File: src/rtl/my_design_pkg.sv
// Shared types and constants for the number-to-ASCII formatter.
package my_design_pkg;

  typedef enum logic [1:0] {
    RADIX_DEC = 2'd0,
    RADIX_BIN = 2'd1,
    RADIX_HEX = 2'd2,
    RADIX_OCT = 2'd3
  } radix_e;

  typedef enum logic [1:0] {
    ST_IDLE    = 2'd0,
    ST_CONVERT = 2'd1,
    ST_EMIT    = 2'd2
  } state_e;

  localparam logic [7:0] ASCII_SPACE = 8'h20;
  localparam logic [7:0] ASCII_ZERO  = 8'h30;
  localparam logic [7:0] ASCII_A     = 8'h61;

  localparam int NAT_DEC_16 = 5;
  localparam int NAT_BIN_16 = 16;
  localparam int NAT_HEX_16 = 4;
  localparam int NAT_OCT_16 = 6;

  // Decimal digit count of the largest w-bit unsigned value (elaboration time only).
  function automatic int dec_digits(input int w);
    longint unsigned m;
    int n;
    m = (64'd1 << w) - 64'd1;
    n = 0;
    for (int i = 0; i < 20; i++) begin
      if (m != 64'd0) begin
        n = n + 1;
        m = m / 64'd10;
      end
    end
    return n;
  endfunction

endpackage

File: src/rtl/my_design_bcd.sv
// Sequential double-dabble binary-to-BCD converter, one bit per cycle, DATA_W cycles.
module my_design_bcd
  import my_design_pkg::*;
#(
  parameter int DATA_W = 16,
  parameter int ND     = dec_digits(DATA_W)
) (
  input  logic              clk,
  input  logic              rst_n,
  input  logic              i_start,
  input  logic [DATA_W-1:0] i_value,
  output logic [4*ND-1:0]   o_bcd,
  output logic              o_done
);

  localparam int CNT_W = $clog2(DATA_W + 1);

  logic [DATA_W-1:0] r_bin;
  logic [4*ND-1:0]   r_bcd;
  logic [CNT_W-1:0]  r_cnt;
  logic              r_busy;
  logic              r_done;
  logic [4*ND-1:0]   w_adj;

  // Add-3 correction of every BCD digit that is five or more before the shift
  always_comb begin
    w_adj = r_bcd;
    for (int d = 0; d < ND; d++) begin
      if (r_bcd[4*d +: 4] >= 4'd5) begin
        w_adj[4*d +: 4] = r_bcd[4*d +: 4] + 4'd3;
      end else begin
        w_adj[4*d +: 4] = r_bcd[4*d +: 4];
      end
    end
  end

  // Shift register and step counter; done pulses for one cycle after the last shift
  always_ff @(posedge clk) begin
    if (!rst_n) begin
      r_bin  <= {DATA_W{1'b0}};
      r_bcd  <= {(4*ND){1'b0}};
      r_cnt  <= {CNT_W{1'b0}};
      r_busy <= 1'b0;
      r_done <= 1'b0;
    end else if (i_start) begin
      r_bin  <= i_value;
      r_bcd  <= {(4*ND){1'b0}};
      r_cnt  <= {CNT_W{1'b0}};
      r_busy <= 1'b1;
      r_done <= 1'b0;
    end else if (r_busy) begin
      r_bcd <= {w_adj[4*ND-2:0], r_bin[DATA_W-1]};
      r_bin <= {r_bin[DATA_W-2:0], 1'b0};
      if (r_cnt == CNT_W'(DATA_W - 1)) begin
        r_busy <= 1'b0;
        r_done <= 1'b1;
      end else begin
        r_cnt  <= r_cnt + 1'b1;
        r_done <= 1'b0;
      end
    end else begin
      r_done <= 1'b0;
    end
  end

  assign o_bcd  = r_bcd;
  assign o_done = r_done;

endmodule

File: src/rtl/my_design.sv
// Formats an unsigned value as an ASCII string (dec/bin/hex/oct) streamed one char per handshake.
// Optional MY_DESIGN_PRINT_EN adds a simulation-only print task and completed-string display.
module my_design
  import my_design_pkg::*;
#(
  parameter int DATA_W = 16,
  parameter int WID_W  = 5
) (
  input  logic              clk,
  input  logic              rst_n,
  input  logic              in_valid,
  output logic              in_ready,
  input  logic [DATA_W-1:0] in_value,
  input  logic [1:0]        in_radix,
  input  logic [WID_W-1:0]  in_width,
  output logic              out_valid,
  input  logic              out_ready,
  output logic [7:0]        out_char,
  output logic              out_last
);

  localparam int ND      = dec_digits(DATA_W);
  localparam int NAT_DEC = ND;
  localparam int NAT_BIN = DATA_W;
  localparam int NAT_HEX = (DATA_W + 3) / 4;
  localparam int NAT_OCT = (DATA_W + 2) / 3;
  localparam int IDX_W   = ((WID_W > 6) ? WID_W : 6) + 1;
  localparam int CNT_W   = $clog2(DATA_W + 1);

  state_e            r_state;
  radix_e            r_radix;
  logic [DATA_W-1:0] r_value;
  logic [WID_W-1:0]  r_width;
  logic [CNT_W-1:0]  r_cnt;
  logic [IDX_W-1:0]  r_pos;
  logic              r_in_ready;
  logic              r_out_valid;
  logic              r_out_last;
  logic [7:0]        r_out_char;

  logic              w_accept;
  logic              w_bcd_done;
  logic [4*ND-1:0]   w_bcd;
  logic [IDX_W-1:0]  w_sig;
  logic [IDX_W-1:0]  w_nat;
  logic [IDX_W-1:0]  w_field;
  logic [IDX_W-1:0]  w_len;
  logic [IDX_W-1:0]  w_pos_nxt;
  logic [3:0]        w_digit;
  logic [7:0]        w_char;

  assign w_accept = in_valid && r_in_ready;

  my_design_bcd #(.DATA_W(DATA_W), .ND(ND)) u_bcd (
    .clk     (clk),
    .rst_n   (rst_n),
    .i_start (w_accept),
    .i_value (in_value),
    .o_bcd   (w_bcd),
    .o_done  (w_bcd_done)
  );

  // Digit k (0 = least significant); positions beyond the number read as zero
  function automatic logic [3:0] digit_at(input radix_e r, input logic [DATA_W-1:0] v,
                                          input logic [4*ND-1:0] b, input logic [IDX_W-1:0] k);
    logic [3:0] d;
    case (r)
      RADIX_DEC: d = 4'(b >> {k, 2'b00});
      RADIX_BIN: d = {3'b000, 1'(v >> k)};
      RADIX_HEX: d = 4'(v >> {k, 2'b00});
      RADIX_OCT: d = {1'b0, 3'(v >> ({2'b00, k} * (IDX_W+2)'(3)))};
      default:   d = 4'd0;
    endcase
    return d;
  endfunction

  // String layout: significant digits, field width and the next character to present
  always_comb begin
    w_sig = IDX_W'(1);
    for (int k = 0; k < DATA_W; k++) begin
      w_sig = (digit_at(r_radix, r_value, w_bcd, IDX_W'(k)) != 4'd0) ? IDX_W'(k + 1) : w_sig;
    end
    case (r_radix)
      RADIX_DEC: w_nat = IDX_W'(NAT_DEC);
      RADIX_BIN: w_nat = IDX_W'(NAT_BIN);
      RADIX_HEX: w_nat = IDX_W'(NAT_HEX);
      RADIX_OCT: w_nat = IDX_W'(NAT_OCT);
      default:   w_nat = IDX_W'(NAT_BIN);
    endcase
    w_field = (r_width == {WID_W{1'b1}}) ? w_nat : IDX_W'(r_width);
    if (r_width == {WID_W{1'b0}}) begin
      w_len = w_sig;
    end else begin
      w_len = (w_sig > w_field) ? w_sig : w_field;
    end
    w_pos_nxt = r_out_valid ? (r_pos - 1'b1) : (w_len - 1'b1);
    w_digit   = digit_at(r_radix, r_value, w_bcd, w_pos_nxt);
    if (w_pos_nxt >= w_sig) begin
      w_char = (r_radix == RADIX_DEC) ? ASCII_SPACE : ASCII_ZERO;
    end else if (w_digit < 4'd10) begin
      w_char = ASCII_ZERO + {4'd0, w_digit};
    end else begin
      w_char = ASCII_A + {4'd0, w_digit} - 8'd10;
    end
  end

  // Control FSM with registered handshake outputs
  always_ff @(posedge clk) begin
    if (!rst_n) begin
      r_state     <= ST_IDLE;
      r_radix     <= RADIX_DEC;
      r_value     <= {DATA_W{1'b0}};
      r_width     <= {WID_W{1'b0}};
      r_cnt       <= {CNT_W{1'b0}};
      r_pos       <= {IDX_W{1'b0}};
      r_in_ready  <= 1'b1;
      r_out_valid <= 1'b0;
      r_out_last  <= 1'b0;
      r_out_char  <= 8'h00;
    end else begin
      case (r_state)
        ST_IDLE: begin
          if (in_valid) begin
            r_value    <= in_value;
            r_radix    <= radix_e'(in_radix);
            r_width    <= in_width;
            r_cnt      <= {CNT_W{1'b0}};
            r_in_ready <= 1'b0;
            r_state    <= ST_CONVERT;
          end
        end
        ST_CONVERT: begin
          if (r_cnt == CNT_W'(DATA_W - 1)) begin
            r_state <= ST_EMIT;
          end else begin
            r_cnt <= r_cnt + 1'b1;
          end
        end
        ST_EMIT: begin
          // First EMIT cycle lays out the string once the BCD result has settled
          if (!r_out_valid) begin
            if (w_bcd_done) begin
              r_pos       <= w_pos_nxt;
              r_out_char  <= w_char;
              r_out_last  <= (w_pos_nxt == {IDX_W{1'b0}});
              r_out_valid <= 1'b1;
            end
          end else if (out_ready) begin
            if (r_out_last) begin
              r_out_valid <= 1'b0;
              r_out_last  <= 1'b0;
              r_out_char  <= 8'h00;
              r_in_ready  <= 1'b1;
              r_state     <= ST_IDLE;
            end else begin
              r_pos      <= w_pos_nxt;
              r_out_char <= w_char;
              r_out_last <= (w_pos_nxt == {IDX_W{1'b0}});
            end
          end
        end
        default: begin
          r_state     <= ST_IDLE;
          r_in_ready  <= 1'b1;
          r_out_valid <= 1'b0;
          r_out_last  <= 1'b0;
          r_out_char  <= 8'h00;
        end
      endcase
    end
  end

  assign in_ready  = r_in_ready;
  assign out_valid = r_out_valid;
  assign out_char  = r_out_char;
  assign out_last  = r_out_last;

`ifdef MY_DESIGN_PRINT_EN
  string r_line;

  task automatic print();
    $display("I'm at %m");
  endtask

  // Accumulates accepted characters and reports each finished string
  always @(posedge clk) begin
    if (!rst_n) begin
      r_line = "";
    end else if (r_out_valid && out_ready) begin
      r_line = {r_line, $sformatf("%c", r_out_char)};
      if (r_out_last) begin
        $display("%m: \"%s\" at %0t", r_line, $time);
        r_line = "";
      end
    end
  end
`endif

endmodule

File: config.mk
export PLATFORM = sky130hd
export DESIGN_NAME = my_design
export DESIGN_NICKNAME = d
export VERILOG_FILES = /design/src/rtl/my_design_pkg.sv /design/src/rtl/my_design_bcd.sv /design/src/rtl/my_design.sv
export SDC_FILE = /design/constraint.sdc
export NUM_CORES = 1
export LEC_CHECK = 0
export ABC_CLOCK_PERIOD_IN_PS = 6360
export BUFFER_PORTS_ARGS = -buffer_cell sky130_fd_sc_hd__buf_2
export CAP_MARGIN = 20
export CORE_MARGIN = 2
export CORE_UTILIZATION = 56
export DETAILED_ROUTE_END_ITERATION = 6
export PLACE_DENSITY = 0.75
export SLEW_MARGIN = 20
export SYNTH_ARGS = -nofsm -noshare
export SYNTH_HDL_FRONTEND = slang
export SYNTH_HIERARCHICAL = 1
export SYNTH_SLANG_ARGS = --single-unit
File: constraint.sdc
create_clock -name clk -period 6.36 [get_ports clk]
set_clock_uncertainty 0.05 [all_clocks]
set_input_delay 0.318 -clock clk [delete_from_list [all_inputs] [get_ports clk]]
set_output_delay 0.318 -clock clk [all_outputs]
set_load 0.005 [all_outputs]
==> metrics.txt, run 1 <==
most frequent cells in the layout nand2_1, dfxtp_1, buf_4, o21ai_0, mux2i_1; nets 874; GRT Total Usage 0.280; Worst Path Required 6630 ps; DRC 0; commonest non-fill, non-tap cell in the layout nand2_1; Layout area overhead 14.9%; critical hold path startpoint in_width[1]; DRT iter0 DRCs 551; maxcap violations 0; FF+latch count, synth 90; hold path cells 3; CP Launch Type flop; WL per Instance 17.2 um; leading post-synthesis cells by cell area dfxtp_1, nand2_1, mux2i_1; clk_lat worst skew 370 ps; H-tree levels 3; grt total ovfl 0; CP Class reg -> reg; Vias 5913; Peak VDD IR 0.205 mV; antenna fix cells 0; pwr/cell area 272 mW/mm2; number of CTS-inserted buffers 9; area share of the leading cell type in the synthesized netlist 0.290; row count 38; met2 routed WL 7.81 mm; Die W 109 um; largest area contributor in the netlist dfxtp_1; FF-to-FF setup slack 110 ps; Hold Path Class in -> reg; Worst R2R Start u_bcd/o_bcd[12]$_SDFFE_PP0P_; final slew viol count 0; final WL 16.5 mm; Max-slew headroom 0.284; outcome finished clean; Sequential Area 0.00181 mm2; first-pass GRT wire length 26.5 mm; vias in the first global route 5466; area of the multi-input gates 0.00425 mm2; dpl hpwl 11.9 mm; core footprint 0.0108 mm2; wire length on met1 7.57 mm; Worst-Margin Slew 1060 ps; Post-synth EDFFs 0; Synth Warn # 6; final hold violations 0; IO Pins 38; Leak 2.74 nW; Synth Net Count 824; Period Utilization, post-route 0.982; share of layout cells above drive strength 1 0.212; Post-Syn Instances 770; ys flop type dfxtp_1; min Tclk post-route 6250 ps; Max FO, Critical Path 34; drt via density 6.13; CP arrival 6520 ps; Max Fclk 160 MHz; Netlist cell types 81; worst reg2reg path depth 22; Max clock buf depth 2; Overall Power 0.00194 W; hold_ws 140 ps; endpoints failing setup 0; Hold Path Sink r_width[1]$_SDFFE_PN0P_; Clock Pin Slew Worst Setup and Hold Paths 90 ps; initial core utilization 0.574; CTS tree yes; syn_area_per_cell 8.08 um2; Seq/Total Area, Yosys 0.290; FF-to-FF End out_char[2]$_SDFFE_PN0P_; Synth async-reset ratio 0; Port Buffer Count 36; full die area 0.0120 mm2; pin count of the biggest net entering global routing 70; Filler Cell Count 947; die height 109 um; antenna violations before repair 0; highest routed layer met4; GP Congestion 0.989; First-pass DRT Iterations 6; Hold Buf Count CTS 0; CP endpoint kind flop; clock tree sinks 90; Cell Area, Synth 0.00622 mm2; Met3 Wirelength 890 um; root buf cell clkbuf_8; Final ANT Viol Nets 0
## synth_stat cells, types with 10 or more instances
cell and count:
nand2_1 120, dfxtp_1 90, o21ai_0 50, mux2i_1 41, inv_1 35, nor2_1 30
clkbuf_1 28, a21oi_1 27, ha_1 27, a21boi_0 26, nand3_1 24, nor2b_1 21
nand2b_1 20, and2_1 18, buf_2 15, a31oi_1 10, nand3b_1 10, o211ai_1 10
## metal layers
| layer | vias up | track usage |
|---|---|---|
| met1 | 2816 | 0.380 |
| met3 | 32 | 0.0338 |
| li1 | 2866 | - |
| met5 | - | 0 |
| met2 | 199 | 0.464 |
| met4 | 0 | 0.0868 |
## worst max-delay path, stage by stage (launching register included)
cell	delay, ps
dfxtp_2	330
or4_4	520
mux4_2	510
or3_4	440
nand2_2	90
inv_2	70
ha_1	230
a211oi_1	450
a211o_1	330
a221oi_2	110
a221oi_4	340
buf_4	170
buf_4	440
mux4_2	560
nand2_1	80
o221ai_1	160
and3_1	220
o31ai_4	270
ha_2	220
inv_1	40
nor2_1	110
mux2_4	320
o21ai_2	120
## sequential cells by signal (all words and copies together) (netlist names), 2 cells and up
name and cells:
u_bcd/o_bcd 20, out_char 7, r_value 16, r_pos 7
u_bcd/r_bin 16, r_state 2, r_radix 2, r_cnt 5
u_bcd/r_cnt 5, r_width 5
## final cells by class
type / instances / share of cell area
repair buffers: 92 / 0.0851
well taps: 140 / 0.0245
flip-flops and latches: 90 / 0.253
clock buffers: 10 / 0.0179
inverters: 36 / 0.0189
clock inverters: 5 / 0.00578
multi-input cells: 591 / 0.595
## report_power, final
group,switching (W),total [W],internal [W]
logic,0.000522,0.000969,0.000447
clock network,0.000218,0.000361,0.000143
registers,0.0000247,0.000611,0.000586
total,0.000765,0.00194,0.00118
## kinds of logic after synthesis
kind of cell | count (synthesis) | share of synthesized area
XOR/XNOR | 9 | 0.0139
buffers and inverters | 89 | 0.0658
other | 1 | 0.000603
adder cells (fa/ha/maj) | 27 | 0.0543
AO/OA/AOI/OAI | 194 | 0.217
AND/OR/NAND/NOR | 310 | 0.265
multiplexers | 50 | 0.0931
flip-flops | 90 | 0.290
## worst max-delay path by stage
stage | start | to | slack [ps]
finish | u_bcd/o_bcd[12]$_SDFFE_PP0P_ | out_char[2]$_SDFFE_PN0P_ | 110
global route | r_value[15]$_SDFFE_PN0P_ | out_char[4]$_SDFFE_PN0P_ | -120
CTS | u_bcd/o_bcd[13]$_SDFFE_PP0P_ | out_char[0]$_SDFFE_PN0P_ | 0.05
detailed placement | u_bcd/o_bcd[13]$_SDFFE_PP0P_ | out_char[3]$_SDFFE_PN0P_ | -40
global placement | u_bcd/o_bcd[13]$_SDFFE_PP0P_ | out_char[4]$_SDFFE_PN0P_ | 70
floorplan | r_value[13]$_SDFFE_PN0P_ | out_char[2]$_SDFFE_PN0P_ | -1
## what timing repair did
| action | in CTS | in global routing |
|---|---|---|
| setup endpoints to repair | 4 | 6 |
| resized for setup | 4 | 33 |
| pin swaps | 2 | 23 |
| buffers inserted | 0 | 11 |
## through the flow
| stage | setup slack (ps) | instances | setup TNS [ps] | utilization | area [um2] |
|---|---|---|---|---|---|
| detailed placement | -39.6 | 938 | -48.3 | 0.621 | 6730 |
| finish | 113 | 964 | 0 | 0.659 | 7150 |
| floorplan | -1.19 | 770 | -1.19 | - | 6330 |
| global route | -122 | 964 | -542 | 0.659 | 7150 |
| CTS | 0.0466 | 953 | 0 | 0.639 | 6930 |
| global placement | 74.1 | 938 | 0 | 0.621 | 6730 |
Power figures use the tool's default switching activity.
==> run 2, diff against run 1 <==
--- a/config.mk
+++ b/config.mk
@@ -12,6 +12,7 @@
 export CORE_UTILIZATION = 56
 export DETAILED_ROUTE_END_ITERATION = 6
 export PLACE_DENSITY = 0.75
+export RECOVER_POWER = 100
 export SLEW_MARGIN = 20
 export SYNTH_ARGS = -nofsm -noshare
 export SYNTH_HDL_FRONTEND = slang
==> run 2 against run 1 <==
Register-to-register slack about the same. Sequential share of layout area increased by 0.071 points. Combinational power about the same. The run now ends with capacitance limit, slew limit left. Sequential cell count unchanged. Critical path depth unchanged.
==> metrics.txt, run 2 (synthesized netlist as in run 1, its figures left out) <==
outcome complete, but fails checks; failing checks capacitance limit, slew limit; switching share of power 0.393 (-0.00111); vias in the first global route 5466 (unchanged); CP arrival 6530 ps (about the same); antenna violations before repair 0 (unchanged); final hold violations 0 (unchanged); final slew viol count 70 (+70); endpoints failing setup 0 (unchanged); antenna fix cells 0 (unchanged); core footprint 0.0108 mm2 (unchanged); Clock Pin Slew Worst Setup and Hold Paths 90 ps (about the same); final worst slack 106 ps (-7.44 ps); clock tree sinks 90 (unchanged); Hold Path Class in -> reg; CP endpoint kind flop; die height 109 um (unchanged); internal power 0.00118 W (+0.10%); Worst Path Required 6630 ps (about the same); root buf cell clkbuf_8; CP Launch Type flop; combinational group share of total power 0.499 (about the same); H-tree levels 3 (unchanged); Filler Cell Count 953 (+0.63%); cell family with most CP delay compound AO/OA/AOI/OAI gates; CTS tree yes; Clk pwr share 0.185 (about the same); FF-to-FF setup slack 110 ps (about the same); Layout area overhead 14.6%; Final ANT Viol Nets 0 (unchanged); Period Utilization, post-route 0.983 (+0.00117); final WL 16.5 mm (-0.37%); Leak 2.68 nW (-2.3%); placed cell count 938 (unchanged); WL per Instance 17.1 um (-0.37%); Max Fclk 160 MHz (-0.12%); First-pass DRT Iterations 5 (-1); full die area 0.0120 mm2 (unchanged); Final Util 0.657 (-0.00185); grt total ovfl 0 (unchanged); Final Non-Filler Cells 964 (unchanged); GRT Total Usage 0.280 (unchanged); Critical path origin u_bcd/o_bcd[12]$_SDFFE_PP0P_; pin count of the biggest net entering global routing 70 (unchanged); first-pass GRT wire length 26.5 mm (unchanged); initial core utilization 0.574 (unchanged); IO Pins 38 (unchanged); Max clock buf depth 2 (unchanged); sequential power share 0.315 (about the same); maxcap violations 1 (+1); CP Class reg -> reg; NetSw 0.000762 W (-0.36%); Worst-Margin Slew 2850 ps (+1790 ps); number of CTS-inserted buffers 9 (unchanged); clk_lat worst skew 380 ps (about the same); Die W 109 um (unchanged); CP max stage delay 560 ps (about the same); row count 38 (unchanged); Vias 5891 (-0.37%); Hold Buf Count CTS 0 (unchanged); Setup Slack @ Placement -39.6 ps (unchanged); CP max stage cell mux4_2; pwr/cell area 272 mW/mm2 (+0.20%); DRC 0 (unchanged); Buf/Inv on CP 4 (unchanged); Worst R2R Start u_bcd/o_bcd[12]$_SDFFE_PP0P_; Peak VDD IR 0.205 mV (-0.12%); critical hold path startpoint in_width[1]; min Tclk post-route 6250 ps (+7.44 ps); Max FO, Critical Path 34 (unchanged); commonest non-fill, non-tap cell in the layout nand2_1; GP Congestion 0.989 (unchanged); DRT iter0 DRCs 502 (-8.9%); dpl hpwl 11.9 mm (unchanged); share of layout cells above drive strength 1 0.197 (-0.0158); Max-slew headroom -0.897 (-1.18); crit path cell chain or4_4 -> mux4_2 -> or3_4 -> nand2_2 -> inv_2 -> ha_1 -> a211oi_1 -> a211o_1 -> a221oi_2 -> a221oi_4 -> buf_4 -> buf_4 -> mux4_2 -> nand2_1 -> o221ai_1 -> and3_1 -> o31ai_4 -> ha_2 -> inv_1 -> nor2_1 -> mux2_4 -> o21ai_2; nets 874 (unchanged); max reg flops 20 (unchanged); drt via density 6.11 (-0.37%); Port Buffer Count 36 (unchanged); most frequent cells in the layout nand2_1, dfxtp_1, buf_4, o21ai_0, mux2i_1
-- run 2: cell types whose count changed in the layout (fill, tap and decap cells not counted) --
cell      before  now
and2_0         0   15
and2_1        17    2
clkbuf_1       1   13
buf_2         36   26
buf_4         54   52
or3b_1         3    4
or3b_2         2    1
-- run 2: repair_timing --
| action | in CTS | in global routing |
|---|---|---|
| resized for setup | 4 | 33 |
| buffers inserted | 0 | 11 |
| hold endpoints to repair | 0 | 0 |
| endpoints found under the setup margin | 4 | 6 |
| pin swaps | 2 | 23 |
-- run 2: final timing paths --
kind / to / depth (start not counted)
worst max-delay path: out_char[2]$_SDFFE_PN0P_ / 22
worst min-delay path: r_width[1]$_SDFFE_PN0P_ / 3
worst max register to register: out_char[2]$_SDFFE_PN0P_ / 22
worst min register to register: out_char[0]$_SDFFE_PN0P_ / 2
-- run 2: tightest hold or removal path, cell delays in order --
cell	delay, ps
buf_2	100
nand2_1	50
a21boi_0	60
-- run 2: metal layers --
layer / global-route usage / wire length [um]
met1: 0.380 / 7490
met2: 0.464 / 7820
met3: 0.0338 / 883
met4: 0.0868 / 284
met5: 0 / 0
-- run 2: power groups by stage --
| stage | clock [W] | combinational [W] | sequential (W) |
|---|---|---|---|
| after floorplan | 0 | 0.000605 | 0.000613 |
| after global placement | 0 | 0.000799 | 0.000622 |
| after detailed placement | 0 | 0.000804 | 0.000623 |
| after CTS | 0.000368 | 0.000832 | 0.000610 |
| after global routing | 0.000393 | 0.00104 | 0.000614 |
| final | 0.000360 | 0.000968 | 0.000611 |
-- run 2: cell type report --
type / instances / area, um2 / area share
multi-input cells: 591 / 4250 / 0.597
flip-flops and latches: 90 / 1810 / 0.254
repair buffers: 92 / 588 / 0.0825
well taps: 140 / 175 / 0.0246
inverters: 36 / 135 / 0.0190
clock buffers: 10 / 128 / 0.0179
clock inverters: 5 / 41.3 / 0.00579
-- run 2: metrics by stage --
stage	cell area, um2	power, W	setup TNS (ps)	hold WS, ps
finish	7130	0.00194	0	138
floorplan	6330	0.00122	-1.19	390
CTS	6930	0.00181	0	130
detailed placement	6730	0.00143	-48.3	400
global route	7130	0.00205	-542	125
global placement	6730	0.00142	0	396
==> run 3, diff against run 2 <==
--- a/config.mk
+++ b/config.mk
@@ -8,8 +8,10 @@
 export ABC_CLOCK_PERIOD_IN_PS = 6360
 export BUFFER_PORTS_ARGS = -buffer_cell sky130_fd_sc_hd__buf_2
 export CAP_MARGIN = 20
+export CELL_PAD_IN_SITES_DETAIL_PLACEMENT = 1
+export CELL_PAD_IN_SITES_GLOBAL_PLACEMENT = 1
 export CORE_MARGIN = 2
-export CORE_UTILIZATION = 56
+export CORE_UTILIZATION = 42
 export DETAILED_ROUTE_END_ITERATION = 6
 export PLACE_DENSITY = 0.75
 export RECOVER_POWER = 100
==> run 3 against run 2 <==
The run still ends with capacitance limit, slew limit left. Register-to-register slack worse by 40 ps. Cell area up 3.3%. Power up 11%. Via count up 0.65%. Critical path depth is 6 higher. Final cell count is 5.1% higher. Non-clock buffer count up 5. Core utilization fell by 15 points.
==> metrics.txt, run 3 (synthesized netlist as in run 1, its figures left out) <==
switching share of power 0.374 (-0.0187); Critical path origin r_value[13]$_SDFFE_PN0P_; CP max stage cell mux4_2; clock tree sinks 90 (unchanged); Max FO, Critical Path 8 (-76%); vias in the first global route 6076 (+11%); NetSw 0.000805 W (+5.6%); Final ANT Viol Nets 0 (unchanged); Final Cell Area 0.00736 mm2 (+3.3%); Port Buffer Count 36 (unchanged); combinational group share of total power 0.461 (-0.038); GRT Total Usage 0.241 (-0.0389); GP Congestion 0.912 (-7.8%); Filler Cell Count 1782 (+87%); Hold Buf Count CTS 0 (unchanged); outcome complete, but fails checks; Worst Path Required 6600 ps (-30 ps); Die W 126 um (+15%); Max clock buf depth 2 (unchanged); H-tree levels 3 (unchanged); final hold violations 0 (unchanged); RSZ-0062 raised after global routing yes; Max-slew headroom -1.03 (-0.137); min Tclk post-route 6300 ps (+42.5 ps); final slew viol count 70 (unchanged); commonest non-fill, non-tap cell in the layout nand2_1; endpoints failing setup 0 (unchanged); Peak VDD IR 0.149 mV (-27%); Worst R2R Start r_value[13]$_SDFFE_PN0P_; share of layout cells above drive strength 1 0.212 (+0.0157); final worst slack 63.2 ps (-42.5 ps); DRC 0 (unchanged); Buf/Inv on CP 6 (+2); nets 879 (+0.57%); number of CTS-inserted buffers 9 (unchanged); antenna violations before repair 0 (unchanged); row count 44 (+16%); Setup Slack @ Placement -60.5 ps (-20.9 ps); WL per Instance 18.9 um (+11%); Hold Path Class in -> reg; Clk pwr share 0.255 (+0.070); first-pass GRT wire length 31.2 mm (+18%); maxcap violations 1 (unchanged); IO Pins 38 (unchanged); CP Class reg -> reg; CP max stage delay 540 ps (-20 ps); Max Fclk 159 MHz (-0.68%); Crit path top cell by count buf_6; hold_ws 174 ps (+37.0 ps); First-pass DRT Iterations 5 (unchanged); max reg flops 20 (unchanged); CP arrival 6540 ps (about the same); CP endpoint kind flop; full die area 0.0158 mm2 (+32%); pin count of the biggest net entering global routing 70 (unchanged); grt total ovfl 0 (unchanged); Clock Pin Slew Worst Setup and Hold Paths 70 ps (-20 ps); initial core utilization 0.430 (-0.144); cell family with most CP delay compound AO/OA/AOI/OAI gates; Vias 5929 (+0.65%); internal power 0.00135 W (+14%); CTS tree yes; Overall Power 0.00215 W (+11%); Period Utilization, post-route 0.990 (+0.00669); most frequent cells in the layout nand2_1, dfxtp_1, buf_4, o21ai_0, mux2i_1; root buf cell clkbuf_16; Placed Area 0.00681 mm2 (+1.2%); CP Launch Type flop; failing checks capacitance limit, slew limit; die height 126 um (+15%); clk_lat worst skew 350 ps (-30 ps); final WL 19.2 mm (+16%); dpl hpwl 13.8 mm (+16%); drt via density 5.85 (-4.2%); critical hold path startpoint in_radix[1]; Leak 2.81 nW (+4.8%); Worst-Margin Slew 3050 ps (+205 ps); core footprint 0.0145 mm2 (+34%); Layout area overhead 18.3%; antenna fix cells 0 (unchanged); DRT iter0 DRCs 282 (-44%); pwr/cell area 292 mW/mm2 (+7.4%); sequential power share 0.284 (-0.031)
==> run 3: changes by cell type in the layout (fill, tap and decap cells not counted), sizes merged <==
cell,previous run,this run
buf,80,93
bufinv,0,1
clkbuf,22,13
clkinv,2,1
inv,37,38
==> run 3: tightest hold or removal path, stage by stage <==
cell and delay, ps:
buf_2 100, nand2_1 50, a21boi_0 60
==> run 3: metrics by stage <==
step	TNS, ps	utilization	std cells
after CTS	-21.1	0.493	1001
after global placement	0	0.470	985
after detailed placement	-166	0.470	985
after global routing	-505	0.508	1013
after floorplan	-1.19	-	770
final	0	0.508	1013
==> run 3: what timing repair did <==
item	4_1_cts	5_1_grt
gates cloned	0	1
resized for setup	3	36
pin swaps	4	27
buffers inserted	1	11
setup endpoints to repair	5	6
==> run 3: cell type report <==
cell class	count	area (um2)	share of cell area
repair buffers	97	639	0.0869
well taps	184	230	0.0313
clock inverters	6	73.8	0.0100
inverters	36	135	0.0184
multi-input cells	591	4250	0.578
flip-flops and latches	90	1810	0.245
clock buffers	9	225	0.0306
==> run 3: worst paths after layout <==
kind / slack (ps) / cells past startpoint / endpoint
max reg2reg: 60 / 28 / out_char[2]$_SDFFE_PN0P_
min: 170 / 3 / r_radix[1]$_SDFFE_PN0P_
max: 60 / 28 / out_char[2]$_SDFFE_PN0P_
min reg2reg: 420 / 2 / out_char[2]$_SDFFE_PN0P_
==> run 3: metal layers <==
layer  routed length, um  GRT usage  vias up  share of wire
met2                9350      0.409      117           0.49
met3                 706     0.0378       36          0.037
li1                    -          -     2876              -
met5                   0          0        -              0
met4                 471     0.0758        0          0.025
met1                8640      0.315     2900           0.45
==> run 3: power groups by stage <==
stage	Sequential [W]	Combinational [W]	Clock, W
global placement	0.000620	0.000794	0
detailed placement	0.000623	0.000809	0
global route	0.000614	0.00107	0.000582
CTS	0.000610	0.000832	0.000565
finish	0.000611	0.000991	0.000549
floorplan	0.000613	0.000605	0
